$ cat config.mk
export PLATFORM = sky130hd
export DESIGN_NAME = pill_feeder_array
export DESIGN_NICKNAME = d
export VERILOG_FILES = /design/src/rtl/pill_pkg.sv /design/src/rtl/pill_feeder_channel.sv /design/src/rtl/pill_feeder_array.sv
export SDC_FILE = /design/constraint.sdc
export NUM_CORES = 1
export LEC_CHECK = 0
export BUFFER_PORTS_ARGS = -buffer_cell sky130_fd_sc_hd__buf_4
export CELL_PAD_IN_SITES_DETAIL_PLACEMENT = 1
export CELL_PAD_IN_SITES_GLOBAL_PLACEMENT = 1
export CORE_UTILIZATION = 45
export DETAILED_ROUTE_END_ITERATION = 7
export GPL_ROUTABILITY_DRIVEN = 0
export PLACE_DENSITY = 0.89
export RECOVER_POWER = 50
export SLEW_MARGIN = 15
export SYNTH_ARGS = -nofsm -noshare
export SYNTH_HDL_FRONTEND = slang
export SYNTH_SLANG_ARGS = --single-unit
$ cat constraint.sdc
create_clock -name clock -period 4.5 [get_ports clock]
set_input_delay 0.45 -clock clock [delete_from_list [all_inputs] [get_ports clock]]
set_output_delay 0.45 -clock clock [all_outputs]
set_load 0.02 [all_outputs]
$ cat src/rtl/pill_pkg.sv
// Shared types and constants for the pill feeder array.
// The accumulator width is derived here so the channel and any future users agree on it.
package pill_pkg;

  typedef enum logic [1:0] {
    FEED_IDLE   = 2'd0,
    FEED_RUN    = 2'd1,
    FEED_PAUSED = 2'd2
  } feed_state_t;

  localparam int CLOCK_HZ_DEFAULT = 100_000_000;

  // Wide enough for acc + rate before the modulus is subtracted.
  function automatic int acc_width(input int clock_hz, input int rate_w);
    return $clog2(clock_hz + (1 << rate_w));
  endfunction

endpackage

$ cat src/rtl/pill_feeder_channel.sv
// One feeder line: start/pause FSM, phase accumulator rate generator and pill counter.
//
// state       | meaning
// ------------+------------------------------------------------------------
// FEED_IDLE   | no run active; count holds last value, done may fire here
// FEED_RUN    | accumulating every cycle, pulses on accumulator wrap
// FEED_PAUSED | held by pause (without strict); acc/count/latched fields frozen
module pill_feeder_channel
  import pill_pkg::*;
#(
  parameter int CLOCK_HZ     = CLOCK_HZ_DEFAULT,
  parameter int RATE_W       = 4,
  parameter int COUNT_W      = 8,
  parameter int DEFAULT_RATE = 5
) (
  input  logic               clock,
  input  logic               reset_n,
  input  logic               start,
  input  logic               pause,
  input  logic               strict,
  input  logic [RATE_W-1:0]  rate,
  input  logic [COUNT_W-1:0] target,
  output logic               pill_pulse,
  output logic [COUNT_W-1:0] pill_count,
  output logic               busy,
  output logic               done
);

  localparam int                 ACC_W    = acc_width(CLOCK_HZ, RATE_W);
  localparam logic [ACC_W-1:0]   MODULUS  = ACC_W'(CLOCK_HZ);
  localparam logic [RATE_W-1:0]  RATE_SUB = RATE_W'(DEFAULT_RATE);

  feed_state_t        state;
  logic [ACC_W-1:0]   acc;
  logic [ACC_W-1:0]   acc_sum;
  logic [RATE_W-1:0]  rate_lat;
  logic [COUNT_W-1:0] target_lat;
  logic [COUNT_W-1:0] count_inc;
  logic               zero_pend;
  logic               hold;
  logic               wrap;
  logic               running;

  always_comb begin
    hold      = pause & ~strict;
    running   = (state != FEED_IDLE);
    acc_sum   = acc + ACC_W'(rate_lat);
    wrap      = (acc_sum >= MODULUS);
    count_inc = pill_count + COUNT_W'(1);
  end

  assign busy = running;

  always_ff @(posedge clock or negedge reset_n) begin
    if (!reset_n) begin
      state      <= FEED_IDLE;
      acc        <= '0;
      rate_lat   <= '0;
      target_lat <= '0;
      pill_count <= '0;
      pill_pulse <= 1'b0;
      done       <= 1'b0;
      zero_pend  <= 1'b0;
    end else begin
      pill_pulse <= 1'b0;
      done       <= 1'b0;
      zero_pend  <= 1'b0;
      if (start) begin
        rate_lat   <= (rate == '0) ? RATE_SUB : rate;
        target_lat <= target;
        acc        <= '0;
        pill_count <= '0;
        // A zero-length run completes one cycle later without ever leaving IDLE.
        if (target == '0) begin
          state     <= FEED_IDLE;
          zero_pend <= 1'b1;
        end else begin
          state <= FEED_RUN;
        end
      end else if (running) begin
        if (hold) begin
          state <= FEED_PAUSED;
        end else begin
          state <= FEED_RUN;
          if (wrap) begin
            acc        <= acc_sum - MODULUS;
            pill_pulse <= 1'b1;
            pill_count <= count_inc;
            if (count_inc == target_lat) begin
              done  <= 1'b1;
              state <= FEED_IDLE;
            end
          end else begin
            acc <= acc_sum;
          end
        end
      end else begin
        done <= zero_pend;
      end
    end
  end

endmodule

$ cat src/rtl/pill_feeder_array.sv
// CHANNELS independent pill feeder lines sharing only clock and reset.
// Per-channel fields are packed side by side, channel i at the i-th slice.
module pill_feeder_array
  import pill_pkg::*;
#(
  parameter int CLOCK_HZ     = CLOCK_HZ_DEFAULT,
  parameter int CHANNELS     = 2,
  parameter int RATE_W       = 4,
  parameter int COUNT_W      = 8,
  parameter int DEFAULT_RATE = 5
) (
  input  logic                        clock,
  input  logic                        reset_n,
  input  logic [CHANNELS-1:0]         start,
  input  logic [CHANNELS-1:0]         pause,
  input  logic [CHANNELS-1:0]         strict,
  input  logic [CHANNELS*RATE_W-1:0]  rate,
  input  logic [CHANNELS*COUNT_W-1:0] target,
  output logic [CHANNELS-1:0]         pill_pulse,
  output logic [CHANNELS*COUNT_W-1:0] pill_count,
  output logic [CHANNELS-1:0]         busy,
  output logic [CHANNELS-1:0]         done
);

  for (genvar i = 0; i < CHANNELS; i++) begin : g_ch
    pill_feeder_channel #(
      .CLOCK_HZ     (CLOCK_HZ),
      .RATE_W       (RATE_W),
      .COUNT_W      (COUNT_W),
      .DEFAULT_RATE (DEFAULT_RATE)
    ) u_ch (
      .clock      (clock),
      .reset_n    (reset_n),
      .start      (start[i]),
      .pause      (pause[i]),
      .strict     (strict[i]),
      .rate       (rate[i*RATE_W +: RATE_W]),
      .target     (target[i*COUNT_W +: COUNT_W]),
      .pill_pulse (pill_pulse[i]),
      .pill_count (pill_count[i*COUNT_W +: COUNT_W]),
      .busy       (busy[i]),
      .done       (done[i])
    );
  end

endmodule

==> results of run 1 <==
-- timing repair --
item / 4_1_cts / 5_1_grt
resized for setup: 0 / 6
endpoints found under the setup margin: 0 / 11
hold buffers: 0 / 0
-- area by class of cell --
type	instances	area share
flip-flops and latches	104	0.304
clock buffers	9	0.0263
well taps	225	0.0329
multi-input cells	742	0.569
repair buffers	67	0.0515
clock inverters	7	0.0101
inverters	14	0.00614
-- power groups by stage --
| stage | clock network (mW) | registers [mW] | logic [mW] |
|---|---|---|---|
| global route | 0.901 | 1.02 | 0.439 |
| floorplan | 0 | 1.02 | 0.283 |
| global placement | 0 | 1.03 | 0.371 |
| detailed placement | 0 | 1.03 | 0.387 |
| CTS | 0.872 | 1.01 | 0.389 |
| finish | 0.863 | 1.01 | 0.394 |
-- cell usage in the layout, fill, tap and decap left out, types with 26 or more instances in the layout --
cell type and count:
buf_4 50, mux2_2 30, a21oi_1 51, nand2_1 74, xor2_1 44, nand3_1 46, and3_1 26, nor3_1 33
dfrtp_1 104, nor2_1 99, xnor2_1 42, o21ai_0 38, nand4_1 30
-- registers in the layout, summed over array words and instances (netlist names) --
signal / cells
g_ch.u_ch.done: 2
g_ch.u_ch.zero_pend: 2
g_ch.u_ch.acc: 54
g_ch.u_ch.state: 4
g_ch.u_ch.rate_lat: 8
g_ch.u_ch.target_lat: 16
g_ch.u_ch.pill_count: 16
g_ch.u_ch.pill_pulse: 2
-- routing by layer --
metal | part of all wire | vias up | track usage | wire length [um]
li1 | - | 3371 | - | -
met1 | 0.44 | 3667 | 0.346 | 10200
met2 | 0.49 | 204 | 0.441 | 11200
met3 | 0.043 | 41 | 0.0438 | 975
met4 | 0.021 | 0 | 0.0861 | 471
met5 | 0 | - | 0 | 0
-- how the worst max path moves through the flow --
stage	start	end	slack (ps)	depth (start not counted)
floorplan	g_ch[0].u_ch.rate_lat[0]	g_ch[0].u_ch.acc[12]	810	15
finish	g_ch[0].u_ch.rate_lat[0]	g_ch[0].u_ch.acc[14]	260	13
detailed placement	g_ch[0].u_ch.rate_lat[3]	g_ch[0].u_ch.acc[11]	200	14
global route	g_ch[0].u_ch.rate_lat[0]	g_ch[0].u_ch.acc[11]	40	13
CTS	g_ch[0].u_ch.rate_lat[3]	g_ch[0].u_ch.acc[11]	160	14
global placement	g_ch[0].u_ch.rate_lat[3]	g_ch[0].u_ch.acc[11]	330	14
-- metrics by stage --
step	util	instances
2_1_floorplan	-	933
3_3_place_gp	0.481	1152
3_5_place_dp	0.481	1152
4_1_cts	0.499	1168
5_1_grt	0.496	1168
6_report	0.496	1168
-- logic make-up (layout without fill, tap and decap cells) --
| family | Yosys count | after routing |
|---|---|---|
| AOI/OAI and AO/OA | 183 | 183 |
| xor gates and xnor gates | 87 | 87 |
| adders and majority gates | 16 | 16 |
| buffers and inverters | 87 | 97 |
| DFF | 104 | 104 |
| muxes | 42 | 42 |
| and+or+nand+nor | 414 | 414 |
-- critical path: stages (launching register included) --
cell	delay, ps
dfrtp_1	390
ha_1	250
fa_1	460
a211oi_2	360
nor3_2	140
or3_1	370
a32oi_2	350
o31ai_2	160
a311oi_2	480
a21oi_2	130
buf_4	220
and2_1	240
a31oi_1	180
mux2_2	360
==> flow_metrics.env, run 1 <==
export IMPL_clk_pin_slew_ps=90
export IMPL_p_per_area_nw_per_um2=265
export IMPL_p_switching_uw=696
export IMPL_synthMuxAreaShare=0.0582
export IMPL_whs_ps=262
export IMPL_synth_top_cell_area_share=0.330
export IMPL_ff2ff_setup_slack_ps=260
export IMPL_fmax_ghz=0.236
export IMPL_yosysSeqAreaShare=0.330
export IMPL_fin_skew_ps=10.0
export IMPL_setup_tns_ps=0
export IMPL_drive_gt1_frac=0.135
export IMPL_antenna_left=0
export IMPL_synth_cells=933
export IMPL_leakage_nw=3.39
export IMPL_grt_pass1_vias=7596
export IMPL_finalPower_mw=2.27
export IMPL_setup_viol=0
export IMPL_drcViolationCount=0
export IMPL_netlist_top_cells_count="dfrtp_1, nor2_1, nand2_1"
export IMPL_cp_required_ps=4750
export IMPL_worst_slew_pin_slew_ps=2630
export IMPL_reg2reg_from="g_ch[0].u_ch.rate_lat[0]"
export IMPL_wl_mm=22.8
export IMPL_internal_power_mw=1.57
export IMPL_root_buffer="clkbuf_16"
export IMPL_setup_ws_ps=262
export IMPL_numCtsBuffers=9
export IMPL_status="finished, violations left"
export IMPL_grt_overflow=0
export IMPL_num_fill_cells=2047
export IMPL_whs_path_depth=2
export IMPL_cp_end_kind="register"
export IMPL_die_w_um=134
export IMPL_vias_per_cell=6.24
export IMPL_yosysTopAreaCell="dfrtp_1"
export IMPL_synth_compound_area_share=0.158
export IMPL_finalMaxSlewViolations=219
export IMPL_syn_to_final_growth_pct=8.38
export IMPL_synth_top_family_by_area="simple AND/OR/NAND/NOR gates"
export IMPL_cp_arrival_ps=4490
export IMPL_post_drt_wl_per_cell_um=19.6
export IMPL_n_antenna_cell=0
export IMPL_io_pins=54
export IMPL_ys_seq_elements=104
export IMPL_insertion_delay_ps=370
export IMPL_hold_path_class="in2reg"
export IMPL_hp_start="target[9]"
export IMPL_start_util=0.458
export IMPL_r2r_cells=13
export IMPL_synth_flop_cell="dfrtp_1"
export IMPL_peakVddDrop_uv=185
export IMPL_multi_input_comb_area_um2=4870
export IMPL_grt_usage=0.264
export IMPL_placed_area_um2=8290
export IMPL_io_buffer_count=53
export IMPL_ys_types=89
export IMPL_cts_buffer_depth=2
export IMPL_syn_cell_area_um2=7890
export IMPL_violations="max-capacitance violations, max-slew violations"
export IMPL_die_area_um2=18100
export IMPL_p_clk_frac=0.380
export IMPL_fin_crit_ps=4240
export IMPL_rr_endpoint="g_ch[0].u_ch.acc[14]"
export IMPL_post_place_ws_ps=198
export IMPL_seqCellArea_um2=2600
export IMPL_synth_edff_count=0
export IMPL_report_final_hold_viol_count=0
export IMPL_pwr_share_seq=0.446
export IMPL_synth_xor_area_frac=0.0975
export IMPL_row_count=48
export IMPL_syn_avg_cell_area_um2=8.46
export IMPL_yosys_area_share_simple=0.273
export IMPL_path_class="reg2reg"
export IMPL_synth_adder_area_share=0.0273
export IMPL_cap_violations=4
export IMPL_cts_setup_buffers=0
export IMPL_fin_area_um2=8560
export IMPL_dp_hpwl_mm=16.1
export IMPL_slew_headroom=-0.755
export IMPL_ys_warn_count=0
export IMPL_cts_tree="built"
export IMPL_clkSinkCount=104
export IMPL_switching_share=0.307
export IMPL_hold_end="g_ch[1].u_ch.zero_pend"
export IMPL_async_flop_share=1.00
export IMPL_grt_first_pass_wirelength_mm=38.4
export IMPL_coreArea_um2=17200
export IMPL_antenna_found_initial=0
export IMPL_period_share=0.942
export IMPL_fin_nets=986
export IMPL_p_comb_frac=0.174
export IMPL_grt_max_degree=72
export IMPL_rsz0062_at_grt="false"
export IMPL_critPathLaunchType="register"
export IMPL_fp_dieH_um=134
export IMPL_vias=7283
export IMPL_synth_area_leaders="dfrtp_1, xor2_1, nor2_1"
export IMPL_synth_net_count=981
export IMPL_drtPass1Iterations=5
export IMPL_initialDrtViolationCount=434
export IMPL_crit_fanout=16
export IMPL_yosysMostFrequentCell="dfrtp_1"
export IMPL_htreeDepth=3
(Power assumes the default switching activity.)
==> run 2, diff against run 1 <==
--- a/config.mk
+++ b/config.mk
@@ -16,4 +16,5 @@
 export SLEW_MARGIN = 15
 export SYNTH_ARGS = -nofsm -noshare
 export SYNTH_HDL_FRONTEND = slang
+export SYNTH_HIERARCHICAL = 1
 export SYNTH_SLANG_ARGS = --single-unit
==> run 2 against run 1 <==
  * The flow still finishes with violations (max-capacitance violations, max-slew violations)
  * First-iteration DRC count rose by 38%
  * Routed wire length rose by 2.3%
  * Clock skew fell by 0.59 ps
  * Non-clock buffer count rose by 11
  * Synthesized cell count fell by 3.8%
  * Utilization rose by 2.0 points
  * Critical endpoint is now g_ch[1].u_ch/acc[16]
  * Largest power group unchanged
==> flow_metrics.env, run 2 <==
export IMPL_final_cell_mix="nor2_1, dfrtp_1, nand2_1"
export IMPL_synth_net_count=946
export IMPL_hold_end="g_ch[1].u_ch/zero_pend"
export IMPL_row_count=47
export IMPL_cp_arrival_ps=4660
export IMPL_largest_reg_flops=54
export IMPL_n_antenna_cell=0
export IMPL_yosysMostFrequentCell="nor2_1"
export IMPL_p_per_area_nw_per_um2=269
export IMPL_htreeDepth=3
export IMPL_post_drt_wl_per_cell_um=20.2
export IMPL_yosysSeqAreaShare=0.338
export IMPL_io_pins=54
export IMPL_grt_overflow=0
export IMPL_insertion_delay_ps=360
export IMPL_drive_gt1_frac=0.163
export IMPL_fp_dieH_um=133
export IMPL_vias_per_cell=6.14
export IMPL_final_common_cell="nor2_1"
export IMPL_cts_buffer_depth=2
export IMPL_syn_avg_cell_area_um2=8.57
export IMPL_vias=7102
export IMPL_num_fill_cells=1981
export IMPL_fin_nets=979
export IMPL_reg2reg_from="g_ch[1].u_ch/rate_lat[0]"
export IMPL_path_class="reg2reg"
export IMPL_peakVddDrop_uv=179
export IMPL_ys_types=63
export IMPL_start_util=0.462
export IMPL_clk_pin_slew_ps=80
export IMPL_grt_first_pass_wirelength_mm=37.1
export IMPL_worst_slew_pin_slew_ps=3760
export IMPL_syn_to_final_growth_pct=11.8
export IMPL_status="finished, violations left"
export IMPL_antenna_found_initial=0
export IMPL_post_place_ws_ps=76.3
export IMPL_die_w_um=133
export IMPL_period_share=0.985
export IMPL_place_inst=1131
export IMPL_fin_crit_ps=4430
export IMPL_antenna_left=0
export IMPL_grt_max_degree=71
export IMPL_finalMaxSlewViolations=126
export IMPL_clkSinkCount=104
export IMPL_coreArea_um2=16600
export IMPL_grt_pass1_vias=7303
export IMPL_crit_buf_inv=2
export IMPL_regMostFlops="g_ch.u_ch/acc"
export IMPL_crit_fanout=13
export IMPL_grt_usage=0.262
export IMPL_yosysTopAreaCell="dfrtp_1"
export IMPL_path_delay_family="compound AO/OA/AOI/OAI gates"
export IMPL_die_area_um2=17600
export IMPL_ys_seq_elements=104
export IMPL_synth_cells=898
export IMPL_cpMaxStageDelayCell="or4_4"
export IMPL_hp_start="target[8]"
export IMPL_synth_area_leaders="dfrtp_1, xor2_1, nor2_1"
export IMPL_dp_hpwl_mm=15.6
export IMPL_syn_cell_area_um2=7690
export IMPL_io_buffer_count=53
export IMPL_leakage_nw=3.45
export IMPL_synth_top_cell_area_share=0.338
export IMPL_cap_violations=2
export IMPL_cp_end_kind="register"
export IMPL_fmax_ghz=0.226
export IMPL_drcViolationCount=0
export IMPL_cts_hold_buf=0
export IMPL_numCtsBuffers=9
export IMPL_whs_path_depth=2
export IMPL_root_buffer="clkbuf_16"
export IMPL_hold_path_class="in2reg"
export IMPL_ff2ff_setup_slack_ps=70
export IMPL_r2r_cells=15
export IMPL_cts_tree="built"
export IMPL_slew_headroom=-1.51
export IMPL_rr_endpoint="g_ch[1].u_ch/acc[16]"
export IMPL_critPathLaunchType="register"
export IMPL_top_regs="g_ch.u_ch/acc: 54 flops, g_ch.u_ch/pill_count: 16 flops, g_ch.u_ch/target_lat: 16 flops"
export IMPL_setup_viol=0
export IMPL_report_final_hold_viol_count=0
export IMPL_fin_skew_ps=9.45
export IMPL_drtPass1Iterations=5
export IMPL_fin_util=0.517
export IMPL_ys_warn_count=6
export IMPL_netlist_top_cells_count="nor2_1, dfrtp_1, nand2_1"
export IMPL_stdcell_count=1156
export IMPL_synth_edff_count=0
export IMPL_setup_ws_ps=68.0
export IMPL_initialDrtViolationCount=601
export IMPL_wl_mm=23.4
export IMPL_synth_flop_cell="dfrtp_1"
export IMPL_async_flop_share=1.00
export IMPL_violations="max-capacitance violations, max-slew violations"
export IMPL_crit_chain="ha_1 -> inv_1 -> fa_1 -> nand2b_1 -> a21o_1 -> or4_4 -> a221oi_2 -> nand4_1 -> o31ai_4 -> a31oi_4 -> buf_4 -> o31ai_2 -> a22oi_1 -> or3_1 -> a21oi_1"
export IMPL_critPathMaxStageDelay_ps=600
export IMPL_cp_required_ps=4730
[run 2: cell types whose count changed after synthesis, sizes merged, moves of 9 or more]
| cell | change |
|---|---|
| mux2 | -9 |
| and3 | -16 |
| nor2 | +10 |
| inv | +13 |
| nand4 | -15 |
| clkbuf | -15 |
| nor3 | +9 |
| o31ai | +12 |
[run 2: cells by family (layout without fill, tap and decap cells)]
logic type,count (synthesis),after routing,synth area share
AO/OA/AOI/OAI,186,186,0.172
XOR/XNOR,94,94,0.107
adder cells (fa/ha/maj),16,16,0.0280
buffers and inverters,82,120,0.0507
flip-flops,104,104,0.338
multiplexers,30,30,0.0426
AND/OR/NAND/NOR,386,386,0.261
[run 2: timing repair]
item,in CTS,in global routing
setup buffers,0,9
resized for setup,0,8
endpoints found under the setup margin,0,44
[run 2: worst max-delay path by stage]
stage / startpoint / to / cells past startpoint
after floorplan: g_ch[0].u_ch/acc[0] / g_ch[0].u_ch/acc[16] / 17
after global placement: g_ch[0].u_ch/acc[0] / g_ch[0].u_ch/acc[21] / 14
after detailed placement: g_ch[0].u_ch/rate_lat[0] / g_ch[0].u_ch/acc[21] / 14
after CTS: g_ch[0].u_ch/rate_lat[0] / g_ch[0].u_ch/acc[21] / 14
after global routing: g_ch[1].u_ch/rate_lat[0] / g_ch[1].u_ch/acc[15] / 15
final: g_ch[1].u_ch/rate_lat[0] / g_ch[1].u_ch/acc[16] / 15
[run 2: cell type report]
class / instances / area [um^2] / area share
Multi-Input combinational cell: 712 / 4740 / 0.551
Sequential cell: 104 / 2600 / 0.303
Timing Repair Buffer: 78 / 572 / 0.0665
Tap cell: 220 / 275 / 0.0320
Clock buffer: 9 / 225 / 0.0262
Inverter: 26 / 97.6 / 0.0113
Clock inverter: 7 / 91.3 / 0.0106
[run 2: metal layers]
metal  GRT usage  routed length [um]  up-vias
met4      0.0939                 524        0
li1            -                   -     3286
met3      0.0341                 938       45
met1       0.343               10300     3565
met5           0                   0        -
met2       0.444               11600      206
[run 2: report_power, final]
part | internal, mW | switching [mW] | leakage (nW)
Clock | 0.404 | 0.432 | 0.152
Combinational | 0.156 | 0.302 | 1.92
Sequential | 0.977 | 0.0429 | 1.38
Total | 1.54 | 0.777 | 3.45
[run 2: stage by stage]
stage / hold WS (ps) / cell area [um^2] / TNS [ps] / total power, mW
finish: 268 / 8600 / 0 / 2.31
global route: 256 / 8600 / -444 / 2.41
CTS: 239 / 8510 / 0 / 2.32
detailed placement: 514 / 8190 / 0 / 1.48
global placement: 492 / 8190 / 0 / 1.46
floorplan: 154 / 7690 / 0 / 1.33
